## config.mk

```make
export PLATFORM = sky130hd
export DESIGN_NAME = pipeline_ctrl
export DESIGN_NICKNAME = d
export VERILOG_FILES = /design/src/rtl/pipeline_ctrl.sv
export SDC_FILE = /design/constraint.sdc
export NUM_CORES = 1
export LEC_CHECK = 0
export ABC_AREA = 1
export CAP_MARGIN = 10
export CORE_ASPECT_RATIO = 1.5
export CORE_MARGIN = 2
export CORE_UTILIZATION = 33
export DETAILED_ROUTE_END_ITERATION = 8
export PLACE_DENSITY = 0.53
export SYNTH_ARGS = -nofsm -noshare
export SYNTH_HDL_FRONTEND = slang
export SYNTH_SLANG_ARGS = --single-unit
```

## constraint.sdc

```tcl
create_clock -name clk -period 4.43 [get_ports clk]
set_clock_uncertainty 0.15 [all_clocks]
set_input_delay 0.443 -clock clk [delete_from_list [all_inputs] [get_ports clk]]
set_output_delay 0.443 -clock clk [all_outputs]
set_load 0.005 [all_outputs]
```

## src/rtl/pipeline_ctrl.sv

```systemverilog
// Pipeline hazard controller: load-use interlock, taken-redirect flush,
// memory-wait stall with timeout, and saturating stall/flush counters.
// Outputs are a combinational decode of state and current inputs and are
// forced to zero while rst is high.
module pipeline_ctrl #(
  parameter int unsigned FLUSH_CYCLES = 2,
  parameter int unsigned MEM_TIMEOUT  = 255
) (
  input  logic        clk,
  input  logic        rst,
  input  logic [4:0]  id_rs1,
  input  logic [4:0]  id_rs2,
  input  logic        id_use_rs1,
  input  logic        id_use_rs2,
  input  logic        ex_is_load,
  input  logic        ex_write_reg,
  input  logic [4:0]  ex_dst,
  input  logic        ex_redirect,
  input  logic        mem_req,
  input  logic        mem_ready,
  output logic        stall_if,
  output logic        stall_id,
  output logic        stall_ex,
  output logic        bubble_ex,
  output logic        flush_id,
  output logic        pc_redirect,
  output logic        mem_err,
  output logic [15:0] stall_cnt,
  output logic [15:0] flush_cnt
);

  typedef enum logic [1:0] {
    RUN      = 2'd0,
    FLUSH    = 2'd1,
    MEM_WAIT = 2'd2
  } state_t;

  state_t      state_q, state_d;
  logic [3:0]  fcnt_q, fcnt_d;
  logic [15:0] wcnt_q, wcnt_d;
  logic        merr_q, merr_d;
  logic [15:0] stall_cnt_q, stall_cnt_d;
  logic [15:0] flush_cnt_q, flush_cnt_d;

  logic lu, mem_wait;
  logic s_if, s_id, s_ex, bex, fid, pcr;

  // Hazard detection on the current decode/execute pair
  always_comb begin
    lu = ex_is_load & ex_write_reg & (ex_dst != 5'd0) &
         ((id_use_rs1 & (id_rs1 == ex_dst)) | (id_use_rs2 & (id_rs2 == ex_dst)));
    mem_wait = mem_req & ~mem_ready;
  end

  // Next-state and raw output decode
  always_comb begin
    state_d = state_q;
    fcnt_d  = fcnt_q;
    wcnt_d  = wcnt_q;
    merr_d  = merr_q;
    s_if    = 1'b0;
    s_id    = 1'b0;
    s_ex    = 1'b0;
    bex     = 1'b0;
    fid     = 1'b0;
    pcr     = 1'b0;
    unique case (state_q)
      RUN: begin
        if (mem_wait) begin
          s_if    = 1'b1;
          s_id    = 1'b1;
          s_ex    = 1'b1;
          state_d = MEM_WAIT;
          wcnt_d  = 16'd1;
        end else if (ex_redirect) begin
          pcr = 1'b1;
          fid = 1'b1;
          bex = 1'b1;
          if (FLUSH_CYCLES > 1) begin
            state_d = FLUSH;
            fcnt_d  = 4'(FLUSH_CYCLES - 1);
          end
        end else if (lu) begin
          s_if = 1'b1;
          s_id = 1'b1;
          bex  = 1'b1;
        end
      end
      FLUSH: begin
        fid = 1'b1;
        bex = 1'b1;
        if (mem_wait) begin
          // Memory stall freezes the remaining flush count
          s_if = 1'b1;
          s_id = 1'b1;
          s_ex = 1'b1;
        end else if (fcnt_q <= 4'd1) begin
          fcnt_d  = '0;
          state_d = RUN;
        end else begin
          fcnt_d = fcnt_q - 4'd1;
        end
      end
      MEM_WAIT: begin
        if (mem_ready) begin
          state_d = RUN;
        end else begin
          s_if = 1'b1;
          s_id = 1'b1;
          s_ex = 1'b1;
          if (wcnt_q == 16'(MEM_TIMEOUT)) begin
            merr_d  = 1'b1;
            state_d = RUN;
          end else begin
            wcnt_d = wcnt_q + 16'd1;
          end
        end
      end
      default: state_d = RUN;
    endcase
  end

  // Saturating performance counter next values
  always_comb begin
    stall_cnt_d = stall_cnt_q;
    flush_cnt_d = flush_cnt_q;
    if (s_if && stall_cnt_q != 16'hFFFF) stall_cnt_d = stall_cnt_q + 16'd1;
    if (pcr && flush_cnt_q != 16'hFFFF)  flush_cnt_d = flush_cnt_q + 16'd1;
  end

  // Registered state, counts and sticky error; synchronous reset
  always_ff @(posedge clk) begin
    if (rst) begin
      state_q     <= RUN;
      fcnt_q      <= '0;
      wcnt_q      <= '0;
      merr_q      <= 1'b0;
      stall_cnt_q <= '0;
      flush_cnt_q <= '0;
    end else begin
      state_q     <= state_d;
      fcnt_q      <= fcnt_d;
      wcnt_q      <= wcnt_d;
      merr_q      <= merr_d;
      stall_cnt_q <= stall_cnt_d;
      flush_cnt_q <= flush_cnt_d;
    end
  end

  // Output gating: everything reads zero while reset is asserted
  always_comb begin
    stall_if    = ~rst & s_if;
    stall_id    = ~rst & s_id;
    stall_ex    = ~rst & s_ex;
    bubble_ex   = ~rst & bex;
    flush_id    = ~rst & fid;
    pc_redirect = ~rst & pcr;
    mem_err     = ~rst & merr_q;
    stall_cnt   = rst ? '0 : stall_cnt_q;
    flush_cnt   = rst ? '0 : flush_cnt_q;
  end

endmodule

```

==> results.py <==
metrics = {
    "global_route": {
        "antenna_found_initial": 0,
        "grt.total_usage_pct": 16.2,
        "overflow": 0,
        "grt_start_max_net_pins": 70,
        "grt_pass1_wl_um": 16200,
        "grt_pass1_vias": 3567,
    },
    "final_layout": {
        "fill_cells": 1196,
        "seqCellArea_um2": 1100,
        "area_growth_pct": 22.4,
        "final_common_cell": "nand2_1",
        "layout_common_cells": "nand2_1, nor2_1, inv_1, clkdlybuf4s50_1, dfxtp_1",
        "drive_above_1_share_pct": 6.27,
        "fin_nets": 667,
        "antenna_cells": 0,
        "multi_input_area_um2": 2080,
        "finalNonFillerCells": 785,
    },
    "cts": {
        "cts_resized": 0,
        "cts_sinks": 55,
        "tritoncts": "yes",
        "h-tree-depth": 2,
        "clockBufferDepth": 2,
        "postCtsHoldBufs": 0,
        "numCtsBuffers": 5,
        "clk_latency_ns": 0.30,
        "cts.clk_slew.worst_paths_ns": 0.07,
        "cts_root_buf": "clkbuf_16",
        "cts_setup_buffers": 0,
    },
    "critical_path": {
        "slowest_delay_ns": 0.55,
        "cp_max_fo": 4,
        "ff2ff_setup_slack_ns": 2.10,
        "critPathLaunchType": "input pin",
        "crit_type": "input pin to primary output",
        "worstPathArrival_ns": 2.35,
        "end_kind": "primary output",
        "cp_num_buf_inv": 4,
        "crit_chain": "clkdlybuf4s50_1, nor2_2, inv_1, o21ai_1, inv_2, a21oi_1, clkdlybuf4s50_1",
        "cp_common_cell": "clkdlybuf4s50_1",
        "slowest_stage": "clkdlybuf4s50_1",
        "cp.required_ns": 3.84,
        "critPathTopFamily": "buffers and inverters",
    },
    "sta": {
        "slew_headroom_pct": 51.5,
        "min_period_ns": 2.95,
        "finalSetupViolCount": 0,
        "clock.fmax_mhz": 339,
        "worst_pin_slew_ns": 0.727,
        "drv_slew": 0,
        "hold_viol_final": 0,
        "period_share_pct": 66.5,
        "setup-tns-final_ns": 0,
        "rsz0062_at_grt": "no",
    },
    "floorplanning": {
        "start_util_pct": 33.6,
        "core_area_um2": 10900,
        "die_h_um": 133,
        "ioPinCount": 63,
        "die_area_um2": 12000,
        "dieWidth_um": 90.2,
        "row_count": 47,
    },
    "drt": {
        "avgViaCountPerCell": 4.69,
        "drc": 0,
        "vias": 3685,
        "wl_per_cell_um": 12.1,
        "drt-initial-drc-count": 151,
        "dr.pass1.iters": 4,
        "totalWireLength_um": 9490,
        "antenna_left": 0,
    },
    "synth": {
        "synth_edf_count": 0,
        "ys_seq_area_share_pct": 29.9,
        "syn_inst": 586,
        "ys_warn_count": 0,
        "ys_types": 38,
        "synthesis.area_um2": 3680,
        "ys_ff_latch": 55,
        "synth_area_per_cell_um2": 6.28,
        "ys_async_sr_fraction_pct": 0,
        "ys.flop_type": "dfxtp_1",
        "syn_nets": 615,
    },
    "pwr": {
        "ir_drop_v": 0.000164,
        "power_leakage_nw": 1.78,
        "power_density_nw_per_um2": 237,
    },
    "place": {
        "portBuffers": 62,
        "dp_cells": 778,
        "gp_congestion": 0.884,
        "dp_hpwl_um": 7030,
    },
    "run_status": {
        "status": "finished, final reports clean",
    },
    "flow_run": {
        "maxCapViolCount": 0,
    },
    "worst_hold_path": {
        "hold_class": "flop to flop",
    },
}
per-layer routing:
| layer | part of all wire, % | up-vias | GRT usage, % |
|---|---|---|---|
| met1 | 42 | 1687 | 17.5 |
| met3 | 2.7 | 9 | 2.43 |
| met2 | 53 | 57 | 31.7 |
| met4 | 1.8 | 0 | 5.21 |
| met5 | 0 | - | 0 |
| li1 | - | 1932 | - |
flip-flops by register name, summed over array words and instances, names as in the netlist:
register / flops
state_q: 2
fcnt_q: 4
wcnt_q: 16
merr_q: 1
stall_cnt_q: 16
flush_cnt_q: 16
area by class of cell:
class,count,share of cell area [%]
flip-flops and latches,55,24.4
repair buffers,63,13.8
clock inverters,2,0.306
well taps,147,4.08
clock buffers,5,2.78
inverters,101,8.47
multi-input cells,412,46.1
power by group:
part,total (mW),switching (mW),leakage [nW],internal [mW]
combinational,0.156,0.0963,1.26,0.0594
clock,0.401,0.194,0.0696,0.207
sequential,0.513,0.00843,0.445,0.504
synth_stat cells (3+ instances only):
library cell,count,share of area [%]
nand4_1,16,2.7
nor3_2,3,0.82
inv_2,9,0.92
nand2_1,135,14
ha_1,5,1.7
dfxtp_1,55,30
nor3_1,13,1.8
buf_4,4,0.82
inv_1,89,9.1
clkbuf_1,7,0.71
o21ai_0,16,2.2
nand3_2,4,1.1
buf_1,3,0.31
a21oi_2,3,0.71
xor2_1,24,5.7
nand3_1,43,5.8
buf_6,3,0.92
a21oi_1,38,5.2
nor2_1,92,9.4
cells by family after synthesis:
group | count (synthesis) | share of synthesized area (%)
buffers and inverters | 119 | 13.7
adder cells (fa/ha/maj) | 5 | 1.70
XOR/XNOR | 24 | 5.71
flip-flops | 55 | 29.9
AND/OR/NAND/NOR | 317 | 38.9
AO/OA/AOI/OAI | 66 | 10.1
worst register-to-register path: stages, from the launching register on:
cell      delay [ns]
dfxtp_1         0.39
ha_1            0.22
inv_1           0.08
nor2_1          0.20
nand2_1         0.08
clkinv_1        0.07
nand2_2         0.09
a21oi_4         0.41
inv_2           0.24
nand2_1         0.13
o21ai_0         0.08
a21oi_1         0.13
through the flow:
step / utilization [%] / hold slack (ns) / power, mW / instance area (µm²) / setup slack, ns
floorplan: - / 0.293 / 0.630 / 3680 / 2.54
global placement: 39.9 / 0.306 / 0.681 / 4370 / 1.47
detailed placement: 39.9 / 0.310 / 0.682 / 4370 / 1.47
CTS: 41.2 / 0.322 / 1.08 / 4500 / 1.46
global route: 41.2 / 0.354 / 1.12 / 4500 / 1.29
finish: 41.2 / 0.321 / 1.07 / 4500 / 1.48
final timing paths:
check / startpoint / to / cells after the start
worst max-delay path: mem_ready / stall_id / 7
worst min register to register: flush_cnt_q[14] / flush_cnt_q[14] / 2
worst min-delay path: flush_cnt_q[14] / flush_cnt_q[14] / 2
worst max register to register: wcnt_q[0] / wcnt_q[8] / 11
(Power assumes the default switching activity.)
